[config.mk]
export PLATFORM = sky130hd
export DESIGN_NAME = cache_refill_ctrl
export DESIGN_NICKNAME = d
export VERILOG_FILES = /design/src/rtl/cache_refill_ctrl_pkg.sv /design/src/rtl/cache_refill_ctrl_wb_buffer.sv /design/src/rtl/cache_refill_ctrl.sv
export SDC_FILE = /design/constraint.sdc
export NUM_CORES = 1
export LEC_CHECK = 0
export CAP_MARGIN = 10
export CORE_AREA = 2 2 359 361
export CTS_BUF_LIST = sky130_fd_sc_hd__clkbuf_8
export CTS_CLUSTER_SIZE = 16
export DETAILED_ROUTE_END_ITERATION = 7
export DIE_AREA = 0 0 361 363
export PLACE_DENSITY = 0.44
export SKIP_LAST_GASP = 1
export SYNTH_ARGS = -nofsm -noshare
export SYNTH_HDL_FRONTEND = slang
export SYNTH_SLANG_ARGS = --single-unit
[constraint.sdc]
create_clock -name clk -period 7.6 [get_ports clk]
set_clock_uncertainty 0.1 [all_clocks]
set_input_delay 1.9 -clock clk [delete_from_list [all_inputs] [get_ports clk]]
set_output_delay 1.9 -clock clk [all_outputs]
set_load 0.05 [all_outputs]
[src/rtl/cache_refill_ctrl_pkg.sv]
// CACHEStruct: shared types for the cache miss/refill path.
package CACHEStruct;

    localparam int unsigned CACHE_DATA_WIDTH = 64;

    typedef enum logic [2:0] {
        IDLE,
        WB_REQ,
        RD_REQ,
        RD_WAIT,
        FINISH
    } refill_state_t;

    typedef logic [2*CACHE_DATA_WIDTH-1:0] mem_beat_t;

endpackage

[src/rtl/cache_refill_ctrl_wb_buffer.sv]
// cache_wb_buffer: holds the dirty victim line and its address, and selects
// one 2*DATA_WIDTH memory beat of it for the writeback.
module cache_wb_buffer #(
    parameter int unsigned ADDR_WIDTH = 64,
    parameter int unsigned DATA_WIDTH = 64,
    parameter int unsigned BANK_NUM   = 4,
    parameter int unsigned CW         = 1
) (
    input  logic                           clk,
    input  logic                           rstn,
    input  logic                           load_i,
    input  logic [ADDR_WIDTH-1:0]          addr_i,
    input  logic [BANK_NUM*DATA_WIDTH-1:0] line_i,
    input  logic [CW-1:0]                  beat_i,
    output logic [ADDR_WIDTH-1:0]          addr_o,
    output logic [2*DATA_WIDTH-1:0]        beat_o
);

    localparam int unsigned BW = 2 * DATA_WIDTH;

    logic [ADDR_WIDTH-1:0]          addr_q;
    logic [BANK_NUM*DATA_WIDTH-1:0] line_q;

    always_ff @(posedge clk) begin
        if (!rstn) begin
            addr_q <= '0;
            line_q <= '0;
        end else if (load_i) begin
            addr_q <= addr_i;
            line_q <= line_i;
        end
    end

    assign addr_o = addr_q;
    assign beat_o = line_q[beat_i*BW +: BW];

endmodule

[src/rtl/cache_refill_ctrl.sv]
// cache_refill_ctrl: captures a bank miss, writes back a dirty victim and
// refills the line beat by beat. `CACHE_WB_READ_FIRST_EN runs the refill first.
module cache_refill_ctrl
    import CACHEStruct::*;
#(
    parameter int unsigned ADDR_WIDTH = 64,
    parameter int unsigned DATA_WIDTH = 64,
    parameter int unsigned BANK_NUM   = 4
) (
    input  logic                           clk,
    input  logic                           rstn,
    input  logic                           miss_cache,
    input  logic [ADDR_WIDTH-1:0]          addr_cache,
    input  logic                           set_cache,
    input  logic                           need_wb,
    input  logic [ADDR_WIDTH-1:0]          addr_wb,
    input  logic [BANK_NUM*DATA_WIDTH-1:0] data_wb,
    output logic                           busy_wb,
    output logic                           busy_rd,
    output logic [ADDR_WIDTH-1:0]          addr_rd,
    output logic [2*DATA_WIDTH-1:0]        data_rd,
    output logic                           wen_rd,
    output logic                           set_rd,
    output logic                           finish_rd,
    output logic                           mem_req,
    output logic                           mem_we,
    output logic [ADDR_WIDTH-1:0]          mem_addr,
    output logic [2*DATA_WIDTH-1:0]        mem_wdata,
    input  logic                           mem_gnt,
    input  logic                           mem_rvalid,
    input  logic [2*DATA_WIDTH-1:0]        mem_rdata
);

    localparam int unsigned BEATS = BANK_NUM / 2;
    localparam int unsigned CW    = (BEATS > 1) ? $clog2(BEATS) : 1;
    localparam int unsigned BW    = 2 * DATA_WIDTH;
    localparam logic [CW-1:0]         LAST_BEAT  = CW'(BEATS - 1);
    localparam logic [ADDR_WIDTH-1:0] BEAT_BYTES = ADDR_WIDTH'(BW / 8);
`ifdef CACHE_WB_READ_FIRST_EN
    localparam bit READ_FIRST = 1'b1;
`else
    localparam bit READ_FIRST = 1'b0;
`endif

    refill_state_t          state_q, state_d;
    logic [CW-1:0]          cnt_q, cnt_d;
    logic [ADDR_WIDTH-1:0]  addr_q, addr_rd_q, wb_addr, beat_off;
    logic [BW-1:0]          data_rd_q, wb_beat;
    logic                   set_q, busy_rd_q, busy_wb_q, wen_q, finish_q;
    logic                   accept, last_beat, wr_done;

    // busy_rd stays high through the finish_rd cycle, so it also gates capture.
    assign accept    = miss_cache && (state_q == IDLE) && !busy_rd_q && !busy_wb_q;
    assign last_beat = (cnt_q == LAST_BEAT);
    assign wr_done   = (state_q == WB_REQ) && mem_gnt && last_beat;
    assign beat_off  = ADDR_WIDTH'(cnt_q) * BEAT_BYTES;

    cache_wb_buffer #(
        .ADDR_WIDTH(ADDR_WIDTH),
        .DATA_WIDTH(DATA_WIDTH),
        .BANK_NUM  (BANK_NUM),
        .CW        (CW)
    ) u_wb_buffer (
        .clk   (clk),
        .rstn  (rstn),
        .load_i(accept && need_wb),
        .addr_i(addr_wb),
        .line_i(data_wb),
        .beat_i(cnt_q),
        .addr_o(wb_addr),
        .beat_o(wb_beat)
    );

    always_ff @(posedge clk) begin
        if (!rstn) begin
            state_q <= IDLE;
            cnt_q   <= '0;
        end else begin
            state_q <= state_d;
            cnt_q   <= cnt_d;
        end
    end

    always_comb begin
        state_d = state_q;
        cnt_d   = cnt_q;
        unique case (state_q)
            IDLE: begin
                if (accept) state_d = (need_wb && !READ_FIRST) ? WB_REQ : RD_REQ;
            end
            WB_REQ: begin
                if (mem_gnt) begin
                    if (last_beat) begin
                        cnt_d   = '0;
                        state_d = READ_FIRST ? IDLE : RD_REQ;
                    end else begin
                        cnt_d = cnt_q + CW'(1);
                    end
                end
            end
            RD_REQ: begin
                if (mem_gnt) state_d = RD_WAIT;
            end
            RD_WAIT: begin
                if (mem_rvalid) begin
                    if (last_beat) begin
                        cnt_d   = '0;
                        state_d = FINISH;
                    end else begin
                        cnt_d   = cnt_q + CW'(1);
                        state_d = RD_REQ;
                    end
                end
            end
            FINISH: begin
                state_d = (READ_FIRST && busy_wb_q) ? WB_REQ : IDLE;
            end
            default: state_d = IDLE;
        endcase
    end

    always_comb begin
        mem_req   = 1'b0;
        mem_we    = 1'b0;
        mem_addr  = '0;
        mem_wdata = '0;
        unique case (state_q)
            WB_REQ: begin
                mem_req   = 1'b1;
                mem_we    = 1'b1;
                mem_addr  = wb_addr + beat_off;
                mem_wdata = wb_beat;
            end
            RD_REQ: begin
                mem_req  = 1'b1;
                mem_addr = addr_q + beat_off;
            end
            default: ;
        endcase
    end

    always_ff @(posedge clk) begin
        if (!rstn) begin
            addr_q    <= '0;
            set_q     <= 1'b0;
            busy_rd_q <= 1'b0;
            busy_wb_q <= 1'b0;
            wen_q     <= 1'b0;
            finish_q  <= 1'b0;
            addr_rd_q <= '0;
            data_rd_q <= '0;
        end else begin
            wen_q    <= 1'b0;
            finish_q <= (state_q == FINISH);
            if (accept) begin
                addr_q    <= addr_cache;
                set_q     <= set_cache;
                busy_rd_q <= 1'b1;
                busy_wb_q <= need_wb;
            end
            if (finish_q) busy_rd_q <= 1'b0;
            if (wr_done)  busy_wb_q <= 1'b0;
            if ((state_q == RD_WAIT) && mem_rvalid) begin
                wen_q     <= 1'b1;
                data_rd_q <= mem_rdata;
                addr_rd_q <= addr_q + beat_off;
            end
        end
    end

    always_ff @(posedge clk) begin
        assert (!(rstn && miss_cache && !accept))
            else $warning("cache_refill_ctrl: miss_cache ignored while busy");
    end

    assign busy_wb   = busy_wb_q;
    assign busy_rd   = busy_rd_q;
    assign addr_rd   = addr_rd_q;
    assign data_rd   = data_rd_q;
    assign wen_rd    = wen_q;
    assign set_rd    = set_q;
    assign finish_rd = finish_q;

endmodule
# Yosys cells after proc, flatten, opt, wreduce, memory -nomap -nowiden

Cells that the tools add are included.

Bits in registers: 585
Input bits: 519
Output and inout bits: 391
Logic and storage cells: 59

Add/sub/neg operators: 3
Equal/unequal tests: 9
Shift-type cells: 1
Muxes and demuxes: 17
Bitwise gates (word level): 1
Reductions and logical operators: 16

Operators by type and width:

| cell                                                                   | number |
|---|---|
| 256-bit by 9-bit indexed part select with 128-bit output               | 1 |
| 64-bit by 5-bit adder with 64-bit output                               | 2 |
| 128-bit two-way mux                                                    | 1 |
| 64-bit case mux with 2 select lines                                    | 1 |
| 3-bit two-way mux                                                      | 6 |
| 3-bit case mux with 4 select lines                                     | 1 |
| 2-bit != test (second input constant)                                  | 5 |
| 1-bit logical AND                                                      | 7 |
| 3-bit by 2-bit equality test with 1-bit output (second input constant) | 2 |
| 1-bit two-way mux                                                      | 6 |
| 2-bit OR reduction                                                     | 3 |
| 5-bit AND reduction                                                    | 1 |
| 3-bit by 1-bit equality test with 1-bit output (second input constant) | 1 |
| 3-bit equality test (second input constant)                            | 1 |
| 3-bit zero test                                                        | 1 |
| 3-bit AND reduction                                                    | 1 |
| 1-bit zero test                                                        | 2 |
| 2-bit two-way mux                                                      | 1 |
| 1-bit case mux with 2 select lines                                     | 1 |
| 2-bit nonzero test                                                     | 1 |
| 1-bit adder (second input constant)                                    | 1 |
| 1-bit inverter                                                         | 1 |

# Longest topological paths before layout

Gate-level depths: netlist (run 1).

Depth after elaboration: 6
Mapped depth: 9
Mapped depth without buffers: 8

# Cells and area by module

From an unflattened synthesis (run 1), not the netlist that was laid out.

Cell total of the unflattened synthesis: 2,900
Area, all modules: 26,848.2 um2

Modules (own cells, without submodules):

| module            | instances | cells an instance | area each (um2) | seq. area each (um2) |
|---|---|---|---|---|
| cache_wb_buffer   | 1         | 1,173             | 13,974.7        | 6,406.1 |
| cache_refill_ctrl | 1         | 1,727             | 12,873.6        | 5,305.1 |

# Least setup slack after synthesis (run 1)

No wires, ideal clock.

Path type: reg-to-output
From: register cnt_q
To: output mem_addr[58]
Data arrival time: 2.685 ns
Data required time: 5.600 ns
Path slack: 2.915 ns
Cell stages (with the launch flop): 10
Path buffers: 1
Cells stage by stage: dfxtp_1 -> ha_1 -> ha_1 -> nand3_1 -> nor4_4 -> and3_1 -> buf_4 -> and4_1 -> xnor2_1 -> o22ai_1

Longest elaborated chain between the ends: 2
Elaborated cells on any way between the ends: 3
Classes of those cells: add/sub: 2; mux: 1

RTL lines:

| element                                                     | line                                               | RTL |
|---|---|---|
| start: declaration                                          | cache_refill_ctrl.sv:46                            | `logic [CW-1:0] cnt_q, cnt_d;` |
| start signal: assignment                                    | cache_refill_ctrl.sv:80                            | `cnt_q <= cnt_d;` |
| 64-bit by 5-bit adder with 64-bit output (on tied branches) | cache_refill_ctrl.sv:136, cache_refill_ctrl.sv:131 |  |
| 64-bit case mux with 2 select lines *                       | cache_refill_ctrl.sv:127                           | `unique case (state_q)` |
| end: declaration                                            | cache_refill_ctrl.sv:27                            | `output logic [ADDR_WIDTH-1:0] mem_addr,` |

Every way passes the cells marked *; elsewhere a longest branch is shown, timed or not.

# Final worst setup path (run 1)

Same ends and word-level chain as after synthesis.

==> impl_metrics.toml, run 1 <==
[synth]
yosysTopAreaCellShare = 0.475
dominantRegCellSynth = "dfxtp_1"
yosys-top-cells-area = "dfxtp_1, nand2_1, a21oi_1"
synth_nets = 3744
syn_avg_cell_area_um2 = 7.66
syn_area_mm2 = 0.0247
ys_ff_latch = 585
ys_types = 46
seq_area_frac_synth = 0.475
synthCells = 3221
synth_edf_count = 0
ys_async_sr_fraction = 0
yosysTopAreaCell = "dfxtp_1"
ys_warn_count = 0

[floorplan]
die_h_um = 363
dieArea_mm2 = 0.131
rows = 131
num_io_pins = 910
start_util = 0.194
core_mm2 = 0.127
die_w_um = 361

[clocking]
cts_buffers = 113
holdBufCountCts = 0
path_clk_slew_ps = 60
postCtsSetupBuffers = 0
cts_resized = 0
cts_buffer_depth = 3
htreeDepth = 3
root_buffer = "clkbuf_8"
cts.sinks = 585
cts_tree = "done"
clk_latency_ps = 810

[detailed_routing]
firstDrtPassIters = 5
drc = 0
vias_per_cell = 4.35
ant_nets = 0
wire_per_inst_um = 20.3
drt_wl_total_mm = 118
vias = 25200
dr.first_iter.drc_count = 1604

[power]
power.leakage_uw = 0.0122
cellPowerDensity_mw_per_mm2 = 219
vdd_drop_max_mv = 0.119

[worst_setup_path]
critPathLaunchType = "flop"
rr_endpoint = "u_wb_buffer.line_q[190]"
rr_startpoint = "busy_wb"
path_max_fanout = 10
startpoint = "cnt_q"
regToRegSetupSlack_ps = 4180
rr_worst_depth = 8
cp-end-kind = "output pin"
arrival_ps = 4800
worstSetupPathType = "flop to output pin"
critPathRequiredTime_ps = 5600
worstSetupEndpoint = "mem_addr[58]"

[sta]
timing.fmax_mhz = 147
setup_tns_ps = 0
hold_violations = 0
maxSlewHeadroom = 0.240
grt_setup_unrepaired = "no"
timing.final.crit_share = 0.895
period_needed_ps = 6800
finalSetupViolCount = 0
worst_pin_slew_ps = 1140
maxSlewViolCount = 0

[finish]
drive_gt1_frac = 0.0550
nets = 4560
final_cell_mix = "nand2_1, clkdlybuf4s50_1, dfxtp_1"
fillers = 13800
layout_commonest_cell = "nand2_1"
areaGrowthSynthToFinish_pct = 52.4
stdcell_count = 5797

[outcome]
outcome = "finished clean"

[place]
port_buffers = 909
dpl.hpwl_mm = 84.9
dp_cells = 5584
gp_congestion = 0.807

[global_routing]
grt_pass1_wl_mm = 169
grt_overflow = 0
grt_pass1_vias = 24600
grt_antenna_before_repair = 22
grt_use_total = 0.172
grt_max_degree = 139

[hold_path]
hold_path.class = "flop to flop"

[flow_run]
drv_cap = 0
==> power breakdown <==
group	internal (uW)	total, uW	switching, uW
clock	1700	3200	1490
sequential	3270	3440	170
combinational	607	1600	991
==> synth_stat cells (4+ instances only) <==
master and count:
a211oi_1 18, nand4_1 29, nand2_1 1090, dfxtp_1 585
mux2i_1 128, a21oi_1 561, xnor2_1 48, nor2_1 172
buf_1 16, o22ai_1 58, nand3_1 48, and2_1 8
nor4_2 7, ha_1 4, nor3_1 23, nor4_1 8
inv_1 10, clkbuf_1 185, and3_1 20, and4_1 16
o21ai_0 41, a22o_1 6, xor2_1 69, buf_2 39
==> state kept, by name, indices dropped and copies added (netlist names), 3 cells and up <==
signal / count
addr_q: 64
addr_rd: 64
data_rd: 128
state_q: 3
u_wb_buffer.addr_o: 64
u_wb_buffer.line_q: 256
==> routing by layer <==
layer,vias to the layer above,track usage,share of wire
li1,12400,-,-
met1,11900,0.213,0.42
met2,742,0.286,0.48
met3,160,0.0594,0.080
met4,34,0.0392,0.018
met5,-,0,0.0019
==> logic make-up after synthesis <==
| kind of cell | after synthesis | synth area share |
|---|---|---|
| flip-flops | 585 | 0.475 |
| buffers and inverters | 253 | 0.0408 |
| AND/OR/NAND/NOR | 1446 | 0.243 |
| multiplexers | 128 | 0.0519 |
| adder cells (fa/ha/maj) | 4 | 0.00203 |
| AO/OA/AOI/OAI | 688 | 0.146 |
| XOR/XNOR | 117 | 0.0415 |
==> metrics by stage <==
| stage | setup WS [ps] | total power [uW] | utilization | hold WS (ps) | cell area [um^2] |
|---|---|---|---|---|---|
| 4_1_cts | 589 | 8380 | 0.296 | 346 | 37600 |
| 3_5_place_dp | 1540 | 5120 | 0.278 | 338 | 35300 |
| 5_1_grt | 488 | 8650 | 0.296 | 369 | 37600 |
| 6_report | 799 | 8230 | 0.296 | 350 | 37600 |
| 3_3_place_gp | 1570 | 5120 | 0.278 | 313 | 35300 |
| 2_1_floorplan | 2920 | 4340 | - | 336 | 24700 |
==> cell type report <==
| cell class | count | area (um^2) | area share |
|---|---|---|---|
| multi-input cells | 2383 | 12000 | 0.319 |
| clock inverters | 64 | 328 | 0.00872 |
| clock buffers | 141 | 1940 | 0.0516 |
| inverters | 11 | 48.8 | 0.00130 |
| well taps | 1662 | 2080 | 0.0553 |
| diodes | 8 | 20.0 | 0.000533 |
| flip-flops and latches | 585 | 11700 | 0.312 |
| repair buffers | 943 | 9460 | 0.252 |
==> critical path: stages, from the launching register on <==
cell and delay, ps:
dfxtp_4 390, ha_1 210, ha_1 200, nand3_1 210
nor4_4 670, and3_1 600, and4_1 300, xnor2_1 140
o22ai_1 310, clkdlybuf4s50_1 940
==> worst min-delay path by stage <==
stage                                    to  slack [ps]               startpoint  cells after the start
finish                              busy_rd         350                finish_rd                      1
floorplan             u_wb_buffer.line_q[0]         340    u_wb_buffer.line_q[0]                      2
global placement                    busy_rd         310                finish_rd                      1
CTS                                 busy_rd         350                finish_rd                      1
global route        u_wb_buffer.line_q[222]         370  u_wb_buffer.line_q[222]                      2
detailed placement                  busy_rd         340                finish_rd                      1
Power figures use the tool's default switching activity.
==> run 2, diff against run 1 <==
--- a/config.mk
+++ b/config.mk
@@ -12,7 +12,9 @@
 export DETAILED_ROUTE_END_ITERATION = 7
 export DIE_AREA = 0 0 361 363
 export PLACE_DENSITY = 0.44
+export SKIP_CTS_REPAIR_TIMING = 1
 export SKIP_LAST_GASP = 1
+export SLEW_MARGIN = 25
 export SYNTH_ARGS = -nofsm -noshare
 export SYNTH_HDL_FRONTEND = slang
 export SYNTH_SLANG_ARGS = --single-unit
==> impl_metrics.toml, run 2 (same netlist as run 1, synthesis figures left out) <==
[worst_setup_path]
path_max_fanout = 10
startpoint = "cnt_q"
critPathRequiredTime_ps = 5600
cp-end-kind = "output pin"
worstSetupPathType = "flop to output pin"
arrival_ps = 4800
rr_startpoint = "busy_wb"
critPathLaunchType = "flop"

[clocking]
cts_buffer_depth = 3
path_clk_slew_ps = 60
root_buffer = "clkbuf_8"
cts.sinks = 585
cts_buffers = 113
clk_latency_ps = 810
htreeDepth = 3
cts_tree = "done"

[floorplan]
die_w_um = 361
start_util = 0.194
dieArea_mm2 = 0.131
num_io_pins = 910
die_h_um = 363
rows = 131
core_mm2 = 0.127

[power]
combPwrFrac = 0.194
vdd_drop_max_mv = 0.119
swShare = 0.323
power.leakage_uw = 0.0122
p_int_uw = 5580
p_switching_uw = 2660
p_clk_frac = 0.388
cellPowerDensity_mw_per_mm2 = 219
total_power_uw = 8230
seq_power_share = 0.417

[detailed_routing]
vias = 25200
ant_nets = 0
wire_per_inst_um = 20.3
vias_per_cell = 4.35
firstDrtPassIters = 5
dr.first_iter.drc_count = 1604
drt_wl_total_mm = 118
drc = 0

[finish]
multiInputGateArea_mm2 = 0.0120
ff_latch_area_mm2 = 0.0117
largest_reg_flops = 256
areaGrowthSynthToFinish_pct = 52.4
stdcell_count = 5797
final_core_utilization = 0.296
regMostFlops = "u_wb_buffer.line_q"
nets = 4560
layout_commonest_cell = "nand2_1"
final_cell_mix = "nand2_1, clkdlybuf4s50_1, dfxtp_1"
fillers = 13800
drive_gt1_frac = 0.0550

[global_routing]
grt_pass1_vias = 24600
grt_use_total = 0.172
busiest_layer = "met2"
grt_antenna_before_repair = 22
grt_use_met2 = 0.286
grt_overflow = 0
grt_pass1_wl_mm = 169
grt_max_degree = 139
grtUsageMet1 = 0.213
met3_usage = 0.0594

[sta]
maxSlewHeadroom = 0.308
timing.fmax_mhz = 147
hold_violations = 0
timing.final.crit_share = 0.895
finalSetupViolCount = 0
maxSlewViolCount = 0
setup_tns_ps = 0
period_needed_ps = 6800
grt_setup_unrepaired = "no"
worst_pin_slew_ps = 1040

[place]
port_buffers = 909
dp_cells = 5584
gp_congestion = 0.807
dpl.hpwl_mm = 84.9

[hold_path]
hold_path.class = "flop to flop"
hp-start = "finish_rd"

[flow_run]
drv_cap = 0

[outcome]
outcome = "finished clean"
[run 2: cell count changes in the layout (fill, tap and decap cells not counted)]
cell / change
buf_4: -1
buf_6: +1
[run 2: area by class of cell]
cell class                      instances  share of cell area
Multi-Input combinational cell       2383               0.319
Sequential cell                       585               0.312
Timing Repair Buffer                  943               0.252
Tap cell                             1662              0.0553
Clock buffer                          141              0.0516
Clock inverter                         64             0.00872
Inverter                               11             0.00130
Antenna cell                            8            0.000533
[run 2: critical path, cell delays in order, from the launching register on]
cell             delay, ps
dfxtp_4                390
ha_1                   210
ha_1                   200
nand3_1                210
nor4_4                 670
and3_1                 600
and4_1                 300
xnor2_1                140
o22ai_1                310
clkdlybuf4s50_1        940
[run 2: worst paths after layout]
check	end	slack (ps)	cells after the start
max	mem_addr[58]	800	9
max reg2reg	u_wb_buffer.line_q[190]	4180	8
min	busy_rd	350	1
min reg2reg	busy_rd	350	1
[run 2: metal layers]
metal / vias up / wire length [um]
li1: 12400 / -
met2: 742 / 56100
met1: 11900 / 50100
met5: - / 219
met4: 34 / 2080
met3: 160 / 9390
[run 2: power by group through the flow]
stage          registers (uW)  clock network (uW)  logic, uW
2_1_floorplan            3520                   0        819
3_3_place_gp             3500                   0       1620
3_5_place_dp             3500                   0       1620
5_1_grt                  3460                3460       1730
4_1_cts                  3440                3320       1620
6_report                 3440                3200       1600
[run 2: per-stage QoR]
step,hold slack (ps),instance area [um^2],setup WS (ps)
5_1_grt,369,37600,491
2_1_floorplan,336,24700,2920
3_5_place_dp,338,35300,1540
3_3_place_gp,313,35300,1570
4_1_cts,346,37600,589
6_report,350,37600,802
==> run 3, diff against run 2 <==
==> constraint.sdc (replaced) <==
create_clock -name clk -period 6.34 [get_ports clk]
set_clock_uncertainty 0.1 [all_clocks]
set_input_delay 1.585 -clock clk [delete_from_list [all_inputs] [get_ports clk]]
set_output_delay 1.585 -clock clk [all_outputs]
set_load 0.05 [all_outputs]
==> impl_metrics.toml, run 3 (same netlist as run 1, synthesis figures left out) <==
[outcome]
outcome = "finished clean"

[floorplan]
dieArea_mm2 = 0.131
rows = 131
die_h_um = 363
core_mm2 = 0.127
num_io_pins = 910
start_util = 0.194
die_w_um = 361

[clocking]
clk_latency_ps = 780
root_buffer = "clkbuf_8"
cts_buffers = 112
path_clk_slew_ps = 50
cts.sinks = 585
htreeDepth = 3
cts_buffer_depth = 3
cts_tree = "done"

[worst_setup_path]
critPathRequiredTime_ps = 4660
critPathLaunchType = "flop"
cp_slowest_stage_delay_ps = 860
rr_endpoint = "u_wb_buffer.line_q[191]"
crit_family = "simple AND/OR/NAND/NOR gates"
crit_slowest_cell = "clkdlybuf4s50_1"
cp-end-kind = "output pin"
crit_chain = "ha_1 > ha_1 > nand3_1 > nor4_4 > and3_1 > nand4_1 > xor2_1 > o22ai_1 > clkdlybuf4s50_1"
rr_startpoint = "busy_wb"
arrival_ps = 4290
worstSetupPathType = "flop to output pin"
regToRegSetupSlack_ps = 3620
rr_worst_depth = 7
path_buf_inv = 1
critPathMostFrequentCell = "ha_1"
path_max_fanout = 10

[hold_path]
whs_endpoint = "busy_rd"
hold_path.class = "flop to flop"
holdPathStages = 1
hp-start = "finish_rd"

[detailed_routing]
vias = 25200
dr.first_iter.drc_count = 1455
firstDrtPassIters = 5
vias_per_cell = 4.33
ant_nets = 0
drc = 0
drt_wl_total_mm = 118
wire_per_inst_um = 20.3

[global_routing]
grt_use_total = 0.171
grt_pass1_wl_mm = 168
grt_antenna_before_repair = 39
grt_pass1_vias = 24300
grt_max_degree = 163
grt_overflow = 0

[sta]
maxSlewViolCount = 0
grt_setup_unrepaired = "no"
finalSetupViolCount = 0
timing.final.crit_share = 0.943
maxSlewHeadroom = 0.313
hold_violations = 0
worst_pin_slew_ps = 1030
period_needed_ps = 5980
setup_tns_ps = 0
timing.fmax_mhz = 167

[finish]
nets = 4564
final_cell_mix = "nand2_1, clkdlybuf4s50_1, dfxtp_1"
layout_commonest_cell = "nand2_1"
areaGrowthSynthToFinish_pct = 53.0
drive_gt1_frac = 0.0545
largest_reg_flops = 256
fillers = 13800
regMostFlops = "u_wb_buffer.line_q"
final_core_utilization = 0.297

[place]
dpl.hpwl_mm = 85.3
port_buffers = 909
gp_congestion = 0.834

[power]
vdd_drop_max_mv = 0.137
cellPowerDensity_mw_per_mm2 = 260
power.leakage_uw = 0.0122

[flow_run]
drv_cap = 0
-- run 3: cell types whose count changed in the layout (fill, tap and decap cells not counted), moves of 2 or more --
cell / before / now
clkdlybuf4s50_1: 908 / 906
inv_8: 4 / 2
clkbuf_8: 141 / 143
clkinv_2: 14 / 4
inv_1: 52 / 57
buf_12: 9 / 17
diode_2: 8 / 24
-- run 3: how the worst max path moves through the flow --
stage | slack [ps] | from | cells past startpoint | endpoint
after global routing | 80 | u_wb_buffer.addr_o[4] | 9 | mem_addr[54]
final | 360 | cnt_q | 9 | mem_addr[52]
after detailed placement | 1100 | cnt_q | 9 | mem_addr[52]
after CTS | 130 | cnt_q | 9 | mem_addr[52]
after global placement | 1070 | cnt_q | 9 | mem_addr[52]
after floorplan | 1970 | cnt_q | 9 | mem_addr[58]
-- run 3: power breakdown --
group | internal, uW | switching (uW) | total (uW)
Sequential | 3920 | 199 | 4120
Combinational | 745 | 1180 | 1920
Clock | 2050 | 1730 | 3780
-- run 3: through the flow --
stage | hold slack, ps | setup slack [ps] | power, uW | instances | cell area (um^2)
2_1_floorplan | 336 | 1970 | 5210 | 3221 | 24700
3_3_place_gp | 316 | 1070 | 6150 | 5589 | 35400
3_5_place_dp | 334 | 1100 | 6150 | 5589 | 35400
4_1_cts | 343 | 129 | 10000 | 5790 | 37700
5_1_grt | 364 | 76.6 | 10300 | 5808 | 37700
6_report | 340 | 364 | 9820 | 5814 | 37700
-- run 3: routing by layer --
metal  GRT usage  wire length [um]
met1       0.206             48800
met2       0.280             55600
met3      0.0648              9900
met4      0.0578              3220
met5           0               239
-- run 3: layout make-up --
class | count | area (um^2) | area share
Sequential cell | 585 | 11700 | 0.310
Timing Repair Buffer | 948 | 9590 | 0.254
Multi-Input combinational cell | 2383 | 12000 | 0.318
Inverter | 11 | 48.8 | 0.00129
Tap cell | 1662 | 2080 | 0.0551
Antenna cell | 24 | 60.1 | 0.00159
Clock buffer | 143 | 1970 | 0.0521
Clock inverter | 58 | 282 | 0.00746
